<file path="config.mk">
export PLATFORM = sky130hd
export DESIGN_NAME = pc060hb_mailbox_flat
export DESIGN_NICKNAME = d
export VERILOG_FILES = /design/src/rtl/pc060hb_mailbox_if.sv /design/src/rtl/pc060hb_mailbox.sv /design/src/flat_wrapper.sv
export SDC_FILE = /design/constraint.sdc
export NUM_CORES = 1
export LEC_CHECK = 0
export BUFFER_PORTS_ARGS = -buffer_cell sky130_fd_sc_hd__buf_2
export CAP_MARGIN = 30
export CELL_PAD_IN_SITES_DETAIL_PLACEMENT = 1
export CELL_PAD_IN_SITES_GLOBAL_PLACEMENT = 2
export CORE_MARGIN = 3
export CORE_UTILIZATION = 41
export CTS_BUF_LIST = sky130_fd_sc_hd__clkbuf_16
export DETAILED_ROUTE_END_ITERATION = 10
export GPL_TIMING_DRIVEN = 0
export HOLD_SLACK_MARGIN = 0.05
export MAX_ROUTING_LAYER = met4
export PLACE_DENSITY = 0.79
export SLEW_MARGIN = 10
export SYNTH_ARGS = -nofsm -noshare
export SYNTH_HDL_FRONTEND = slang
export SYNTH_SLANG_ARGS = --single-unit
export TNS_END_PERCENT = 30
</file>
<file path="constraint.sdc">
create_clock -name CLK -period 3.35 [get_ports CLK]
set_clock_uncertainty 0.05 [all_clocks]
set_input_delay 0 -clock CLK [delete_from_list [all_inputs] [get_ports CLK]]
set_output_delay 0 -clock CLK [all_outputs]
set_load 0.005 [all_outputs]
</file>
<file path="src/rtl/pc060hb_mailbox_if.sv">
// pc060hb_mailbox_if: one CPU-side bus port of the mailbox.
// Instantiate once for the master CPU and once for the sound CPU.
interface pc060hb_mailbox_if #(
  parameter int DW = 8
);
  logic          CS;
  logic          RD;
  logic          WR;
  logic          A0;
  logic [DW-1:0] DIN;
  logic [DW-1:0] DOUT;

  modport master (
    output CS, RD, WR, A0, DIN,
    input  DOUT
  );

  modport slave (
    input  CS, RD, WR, A0, DIN,
    output DOUT
  );
endinterface

</file>
<file path="src/rtl/pc060hb_mailbox.sv">
// pc060hb_mailbox: two-bank master/sound-CPU mailbox with flags and NMI.
// Define MBOX_MASTER_IRQ_EN to add the M_IRQ output and irq_en register.
module pc060hb_mailbox #(
  parameter int DW    = 8,
  parameter int SLOTS = 4,
  parameter int GROUP = 2
) (
  input  logic             CLK,
  input  logic             RESET,
  pc060hb_mailbox_if.slave m_bus,
  pc060hb_mailbox_if.slave s_bus,
  input  logic [1:0]       GPI,
  output logic             NMI_n,
  output logic             AMP,
`ifdef MBOX_MASTER_IRQ_EN
  output logic             M_IRQ,
`endif
  output logic             SUB_RESET
);
  localparam int NG = SLOTS / GROUP;
  localparam int SW = $clog2(SLOTS);
  localparam int IW = SW + 1;
  localparam logic [IW-1:0] IDX_STAT = IW'(SLOTS);
  localparam logic [IW-1:0] IDX_CTRL = IW'(SLOTS + 1);

  logic [IW-1:0] m_idx;
  logic [IW-1:0] s_idx;
  logic [DW-1:0] m2s [SLOTS];
  logic [DW-1:0] s2m [SLOTS];
  logic [NG-1:0] m2s_full;
  logic [NG-1:0] s2m_full;
  logic          m_ovf;
  logic          s_ovf;
  logic          nmi_en;
  logic [DW-1:0] m_dout;
  logic [DW-1:0] s_dout;
`ifdef MBOX_MASTER_IRQ_EN
  logic          irq_en;
`endif

  // Per-slot group mask and "last slot of its group" marker
  logic [NG-1:0]    grp_of [SLOTS];
  logic [SLOTS-1:0] last_of;

  for (genvar s = 0; s < SLOTS; s++) begin : g_map
    assign grp_of[s]  = NG'(1) << (s / GROUP);
    assign last_of[s] = (s % GROUP) == (GROUP - 1);
  end

  logic m_wr;
  logic m_rd;
  logic s_wr;
  logic s_rd;

  assign m_wr = m_bus.CS & m_bus.WR;
  assign m_rd = m_bus.CS & m_bus.RD & ~m_bus.WR;
  assign s_wr = ~SUB_RESET & s_bus.CS & s_bus.WR;
  assign s_rd = ~SUB_RESET & s_bus.CS & s_bus.RD & ~s_bus.WR;

  logic [SW-1:0] m_slot;
  logic [SW-1:0] s_slot;
  logic          m_mbx;
  logic          s_mbx;
  logic          m_stat;
  logic          s_stat;
  logic          s_ctrl;

  assign m_slot = m_idx[SW-1:0];
  assign s_slot = s_idx[SW-1:0];
  assign m_mbx  = m_bus.A0 & ~m_idx[IW-1];
  assign s_mbx  = s_bus.A0 & ~s_idx[IW-1];
  assign m_stat = m_bus.A0 & (m_idx == IDX_STAT);
  assign s_stat = s_bus.A0 & (s_idx == IDX_STAT);
  assign s_ctrl = s_bus.A0 & (s_idx == IDX_CTRL);

`ifdef MBOX_MASTER_IRQ_EN
  logic m_ctrl;
  assign m_ctrl = m_bus.A0 & (m_idx == IDX_CTRL);
`endif

  logic [NG-1:0] m2s_set;
  logic [NG-1:0] m2s_clr;
  logic [NG-1:0] s2m_set;
  logic [NG-1:0] s2m_clr;
  logic          m_ovf_set;
  logic          s_ovf_set;

  assign m2s_set = (m_wr & m_mbx & last_of[m_slot]) ?
                   grp_of[m_slot] : '0;
  assign m2s_clr = (s_rd & s_mbx & last_of[s_slot]) ?
                   grp_of[s_slot] : '0;
  assign s2m_set = (s_wr & s_mbx & last_of[s_slot]) ?
                   grp_of[s_slot] : '0;
  assign s2m_clr = (m_rd & m_mbx & last_of[m_slot]) ?
                   grp_of[m_slot] : '0;

  assign m_ovf_set = m_wr & m_mbx &
                     (|(m2s_full & grp_of[m_slot]));
  assign s_ovf_set = s_wr & s_mbx &
                     (|(s2m_full & grp_of[s_slot]));

  logic [DW-1:0] m_stat_word;
  logic [DW-1:0] s_stat_word;

  assign m_stat_word = DW'({m_ovf, m2s_full, s2m_full});
  assign s_stat_word = DW'({s_ovf, m2s_full, s2m_full});

  logic [DW-1:0] m_rdata;
  logic [DW-1:0] s_rdata;

  always_comb begin
    m_rdata = '0;
    unique case (1'b1)
      ~m_bus.A0: m_rdata = DW'(m_idx);
      m_mbx:     m_rdata = s2m[m_slot];
      m_stat:    m_rdata = m_stat_word;
`ifdef MBOX_MASTER_IRQ_EN
      m_ctrl:    m_rdata = DW'(irq_en);
`endif
      default:   m_rdata = '0;
    endcase
  end

  always_comb begin
    s_rdata = '0;
    unique case (1'b1)
      ~s_bus.A0: s_rdata = DW'(s_idx);
      s_mbx:     s_rdata = m2s[s_slot];
      s_stat:    s_rdata = s_stat_word;
      s_ctrl:    s_rdata = DW'(GPI);
      default:   s_rdata = '0;
    endcase
  end

  always_ff @(posedge CLK or posedge RESET) begin
    if (RESET) begin
      m_idx     <= '0;
      m_dout    <= '0;
      m_ovf     <= 1'b0;
      SUB_RESET <= 1'b0;
    end else begin
      if (m_rd)
        m_dout <= m_rdata;
      if (m_wr & ~m_bus.A0)
        m_idx <= m_bus.DIN[IW-1:0];
      else if ((m_wr | m_rd) & m_mbx)
        m_idx <= {1'b0, m_slot + SW'(1)};
      if (m_wr & m_stat)
        SUB_RESET <= m_bus.DIN[0];
      if (m_ovf_set)
        m_ovf <= 1'b1;
      else if (m_rd & m_stat)
        m_ovf <= 1'b0;
    end
  end

`ifdef MBOX_MASTER_IRQ_EN
  always_ff @(posedge CLK or posedge RESET) begin
    if (RESET) begin
      irq_en <= 1'b0;
      M_IRQ  <= 1'b0;
    end else begin
      if (m_wr & m_ctrl)
        irq_en <= m_bus.DIN[0];
      M_IRQ <= irq_en & (|s2m_full);
    end
  end
`endif

  // Slave-owned state is pinned to reset while SUB_RESET is high
  always_ff @(posedge CLK or posedge RESET) begin
    if (RESET) begin
      s_idx  <= '0;
      s_ovf  <= 1'b0;
      AMP    <= 1'b0;
      nmi_en <= 1'b0;
    end else if (SUB_RESET) begin
      s_idx  <= '0;
      s_ovf  <= 1'b0;
      AMP    <= 1'b0;
      nmi_en <= 1'b0;
    end else begin
      if (s_wr & ~s_bus.A0)
        s_idx <= s_bus.DIN[IW-1:0];
      else if ((s_wr | s_rd) & s_mbx)
        s_idx <= {1'b0, s_slot + SW'(1)};
      if (s_wr & s_stat)
        AMP <= s_bus.DIN[0];
      if (s_wr & s_ctrl)
        nmi_en <= s_bus.DIN[0];
      if (s_ovf_set)
        s_ovf <= 1'b1;
      else if (s_rd & s_stat)
        s_ovf <= 1'b0;
    end
  end

  always_ff @(posedge CLK or posedge RESET) begin
    if (RESET)
      s_dout <= '0;
    else if (s_rd)
      s_dout <= s_rdata;
  end

  always_ff @(posedge CLK or posedge RESET) begin
    if (RESET) begin
      m2s_full <= '0;
      s2m_full <= '0;
    end else if (SUB_RESET) begin
      m2s_full <= '0;
      s2m_full <= '0;
    end else begin
      m2s_full <= (m2s_full & ~m2s_clr) | m2s_set;
      s2m_full <= (s2m_full & ~s2m_clr) | s2m_set;
    end
  end

  always_ff @(posedge CLK or posedge RESET) begin
    if (RESET) begin
      for (int i = 0; i < SLOTS; i++) begin
        m2s[i] <= '0;
        s2m[i] <= '0;
      end
    end else begin
      if (m_wr & m_mbx)
        m2s[m_slot] <= m_bus.DIN;
      if (s_wr & s_mbx)
        s2m[s_slot] <= s_bus.DIN;
    end
  end

  always_ff @(posedge CLK or posedge RESET) begin
    if (RESET)
      NMI_n <= 1'b1;
    else
      NMI_n <= ~(nmi_en & (|m2s_full));
  end

  assign m_bus.DOUT = m_dout;
  assign s_bus.DOUT = s_dout;
endmodule

</file>
<file path="src/flat_wrapper.sv">
// flat-port wrapper written by rule: the top's interface ports become plain ports
module pc060hb_mailbox_flat 
#(
  parameter int DW    = 8,
  parameter int SLOTS = 4,
  parameter int GROUP = 2
)
  (CLK, RESET, GPI, NMI_n, AMP, SUB_RESET, m_bus_CS, m_bus_RD, m_bus_WR, m_bus_A0, m_bus_DIN, m_bus_DOUT, s_bus_CS, s_bus_RD, s_bus_WR, s_bus_A0, s_bus_DIN, s_bus_DOUT);
  pc060hb_mailbox_if #(.DW(DW)) m_bus_i ();
  pc060hb_mailbox_if #(.DW(DW)) s_bus_i ();
  input  logic CLK;
  input  logic RESET;
  input  logic [1:0] GPI;
  output logic NMI_n;
  output logic AMP;
  output logic SUB_RESET;
  input wire logic [$bits(m_bus_i.CS)-1:0] m_bus_CS;
  input wire logic [$bits(m_bus_i.RD)-1:0] m_bus_RD;
  input wire logic [$bits(m_bus_i.WR)-1:0] m_bus_WR;
  input wire logic [$bits(m_bus_i.A0)-1:0] m_bus_A0;
  input wire logic [$bits(m_bus_i.DIN)-1:0] m_bus_DIN;
  output wire logic [$bits(m_bus_i.DOUT)-1:0] m_bus_DOUT;
  input wire logic [$bits(s_bus_i.CS)-1:0] s_bus_CS;
  input wire logic [$bits(s_bus_i.RD)-1:0] s_bus_RD;
  input wire logic [$bits(s_bus_i.WR)-1:0] s_bus_WR;
  input wire logic [$bits(s_bus_i.A0)-1:0] s_bus_A0;
  input wire logic [$bits(s_bus_i.DIN)-1:0] s_bus_DIN;
  output wire logic [$bits(s_bus_i.DOUT)-1:0] s_bus_DOUT;
  assign m_bus_i.CS = m_bus_CS;
  assign m_bus_i.RD = m_bus_RD;
  assign m_bus_i.WR = m_bus_WR;
  assign m_bus_i.A0 = m_bus_A0;
  assign m_bus_i.DIN = m_bus_DIN;
  assign m_bus_DOUT = m_bus_i.DOUT;
  assign s_bus_i.CS = s_bus_CS;
  assign s_bus_i.RD = s_bus_RD;
  assign s_bus_i.WR = s_bus_WR;
  assign s_bus_i.A0 = s_bus_A0;
  assign s_bus_i.DIN = s_bus_DIN;
  assign s_bus_DOUT = s_bus_i.DOUT;
  pc060hb_mailbox #(.DW(DW), .SLOTS(SLOTS), .GROUP(GROUP)) u_core (.CLK(CLK), .RESET(RESET), .m_bus(m_bus_i), .s_bus(s_bus_i), .GPI(GPI), .NMI_n(NMI_n), .AMP(AMP), .SUB_RESET(SUB_RESET));
endmodule
</file>
==> summary.md <==
| Metric | Value |
|---|---|
| #FFs+latches synth | between 90 and 100 |
| Syn Nets | between 300 and 400 |
| Clock sink total | 96 |
| Upper clock frequency limit | 0.435 GHz |
| DP HPWL | about 8.1 mm |
| Kind of critical path | reg -> reg |
| P per Cell Area | ~670 mW/mm² |
| Lkg Pwr | about 2.7 nW |
| Wire length per cell | ~20 µm |
| Status | finished, final reports clean |
| Grt total ovfl | 0 |
| CTS Buffer Depth | 2 |
| Vias per Instance | ~5.4 |
| Max IR drop VDD | roughly 0.43 mV |
| Hold crit path type | in -> reg |
| Yosys warnings | 0 |
| CTS tree | built |
| Reg clk slew, reported paths | approximately 60 ps |
| Vias in the first global route | around 3,500 |
| Cell area after layout | between 0.005 and 0.006 mm² |
| Final non-filler cell total | between 500 and 600 |
| Initial Util | 42.5% |
| Die H | 113 µm |
| Setup violators final | 0 |
| CP Max Fanout | 10 |
| Root buffer cell | clkbuf_16 |
| # fillers | 1,157 |
| Startpoint Class | flip-flop |
| Total core area | between 0.01 and 0.015 mm² |
| DR pass1 iterations | 4 |
| Total Wirelength | about 12 mm |
| R2R Setup Slk | 1050 ps |
| Post-CTS Repair Setup Buffers | 0 |
| Slew Viols, Final | 0 |
| Initial antenna violation count | 0 |
| First-pass GRT wire length | just under 20 mm |
| Post_cts resized | 0 |
| Register area | roughly 0.0024 mm² |
| Port Buf Inserts | between 40 and 50 |
| # IOs | 47 |
| Clk_lat worst skew | about 340 ps |
| CP required | 3520 ps |
| Cts bufs inserted | 9 |
| Placement Rows | 38 |
| Synthesized area | roughly 0.0047 mm² |
| Area Growth Syn to Fin | 20.5% |
| CP endpoint kind | flip-flop |
| Worst hold slack | about 120 ps |
| Register area share after synthesis | 51.2% |
| H-tree Lvls | 3 |
| Max cap viols | 0 |
| Dpl cell area | roughly 0.0051 mm² |
| CTS Hold Bufs | 25 |
| Starting DRT DRC Count | between 100 and 150 |
| Min cycle time layout | 2300 ps |
| Tcrit/Tclk final | 68.7% |
| Via count | roughly 3,100 |
| Multi-input logic area | about 0.0022 mm² |
| Diodes inserted | 0 |
| Placer's final routability congestion estimate | around 0.8 |
| Syn Area/Cell | around 13 µm² |
| DRT antenna net count | 0 |
| Drt drc | 0 |
| RSZ-0062 raised after global routing | false |
| Die Wd | around 110 µm |
| Fin. Hold Viols | 0 |
| Synth unique cells | between 40 and 50 |
| Total track usage | about a fifth |
| Fraction of final layout cells with drive strength greater than 1 | around 37% |
| Syn Inst Count | 350 |
| Worst-Margin Slew | 496 ps |
| Finished Core Util | 51.2% |
| Die ar. | 0.0128 mm² |
| Max transition margin | roughly 67% |
| Worst Path Arrival | 2470 ps |
| Nets | about 470 |
| Post-placement cell count | approximately 540 |
| Largest net degree at the start of global routing | 66 |
-- area by class of cell --
class / instances / share of cell area [%]
multi-input cells: 230 / 38.1
well taps: 140 / 3.10
clock buffers: 9 / 3.98
clock inverters: 7 / 0.974
flip-flops and latches: 96 / 42.5
inverters: 8 / 0.576
repair buffers: 71 / 8.90
plain buffers: 16 / 1.79
-- state kept, by name, summed over array words and instances (netlist names), 2 cells and up --
| name | count |
|---|---|
| u_core.s2m | 32 |
| u_core.m2s_full | 2 |
| u_core.m2s | 32 |
| u_core.s2m_full | 2 |
| u_core.s_idx | 3 |
| u_core.m_idx | 3 |
| u_core.m_bus.DOUT | 8 |
| u_core.s_bus.DOUT | 8 |
-- cells in the final DEF (no fill, tap or decap), drive strengths merged, types with 7 or more instances in the layout --
cell type and instances:
nand3 9, buf 58, mux2 66, inv 10
nand2 30, dlygate4sd3 25, mux4 12, clkbuf 13
nor2 16, or3 7, o21ai 8, ha 8
dfrtp 95, a21oi 13, mux2i 9, a22oi 7
-- cells in the mapped netlist, drive strengths merged --
| master | number | area (µm²) |
|---|---|---|
| dfrtp | 95 | 2380 |
| nand4 | 2 | 27.5 |
| and3 | 1 | 6.26 |
| mux4 | 12 | 270 |
| nand3b | 1 | 7.51 |
| nor2b | 2 | 20.0 |
| a311oi | 3 | 26.3 |
| buf | 12 | 86.3 |
| ha | 8 | 100 |
| a21o | 3 | 22.5 |
| nand4b | 1 | 8.76 |
| inv | 8 | 30.0 |
| a211oi | 4 | 30.0 |
| mux2i | 9 | 90.1 |
| a22oi | 7 | 52.6 |
| o31ai | 2 | 15.0 |
| a22o | 3 | 26.3 |
| o211ai | 1 | 7.51 |
| mux2 | 66 | 833 |
| a221o | 1 | 10.0 |
| and4bb | 1 | 12.5 |
| a21oi | 13 | 65.1 |
| a31oi | 2 | 12.5 |
| and4 | 2 | 20.0 |
| or3 | 7 | 43.8 |
| a32o | 5 | 50.1 |
| nand2b | 4 | 25.0 |
| nor2 | 16 | 62.6 |
| clkbuf | 4 | 15.0 |
| o32ai | 2 | 17.5 |
| nand2 | 30 | 171 |
| o21ai | 8 | 40.0 |
| nor3 | 5 | 36.3 |
| nand3 | 9 | 45.0 |
| dfstp | 1 | 26.3 |
-- metal layers --
metal | track usage (%) | up-vias | part of all wire, %
li1 | - | 1462 | -
met1 | 27.6 | 1611 | 47
met2 | 32.4 | 31 | 50
met3 | 3.05 | 8 | 2.4
met4 | 6.01 | 0 | 1.1
met5 | - | - | 0
-- critical path: stages (launching register included) --
cell and delay, ps:
dfrtp_1 420, buf_2 200, buf_4 200, inv_1 100, ha_1 290, nand2_1 120, nor3_4 410, mux2_2 400
-- power breakdown --
group          switching (mW)  internal, mW
clock network           0.418         0.566
registers               0.202          1.51
logic                   0.515         0.597
total                    1.14          2.68
-- kinds of logic after synthesis --
family,Yosys count,share of synthesized area [%]
adders and majority gates,8,2.13
DFF,96,51.2
and+or+nand+nor,81,10.4
buffers and inverters,24,2.80
AOI/OAI and AO/OA,54,8.00
muxes,87,25.4
-- metrics by stage --
step	power [mW]	worst slack, ps	setup TNS [ps]
floorplan	2.47	796	0
detailed placement	2.83	1060	0
CTS	3.87	1010	0
global route	4.05	884	0
finish	3.81	1050	0
global placement	2.77	-339	-31580
-- final timing paths --
kind,depth (start not counted),endpoint,from
worst max-delay path,7,u_core.s2m[29],u_core.s_idx[0]
worst min-delay path,5,u_core.s_bus.DOUT[0],GPI[0]
worst max register to register,7,u_core.s2m[29],u_core.s_idx[0]
worst min register to register,2,u_core.s_bus.DOUT[7],u_core.s_bus.DOUT[7]
max in group asynchronous,4,u_core.NMI_n,RESET
min in group asynchronous,3,u_core.s2m[21],RESET
No activity file was read; power rests on OpenSTA's default activity.
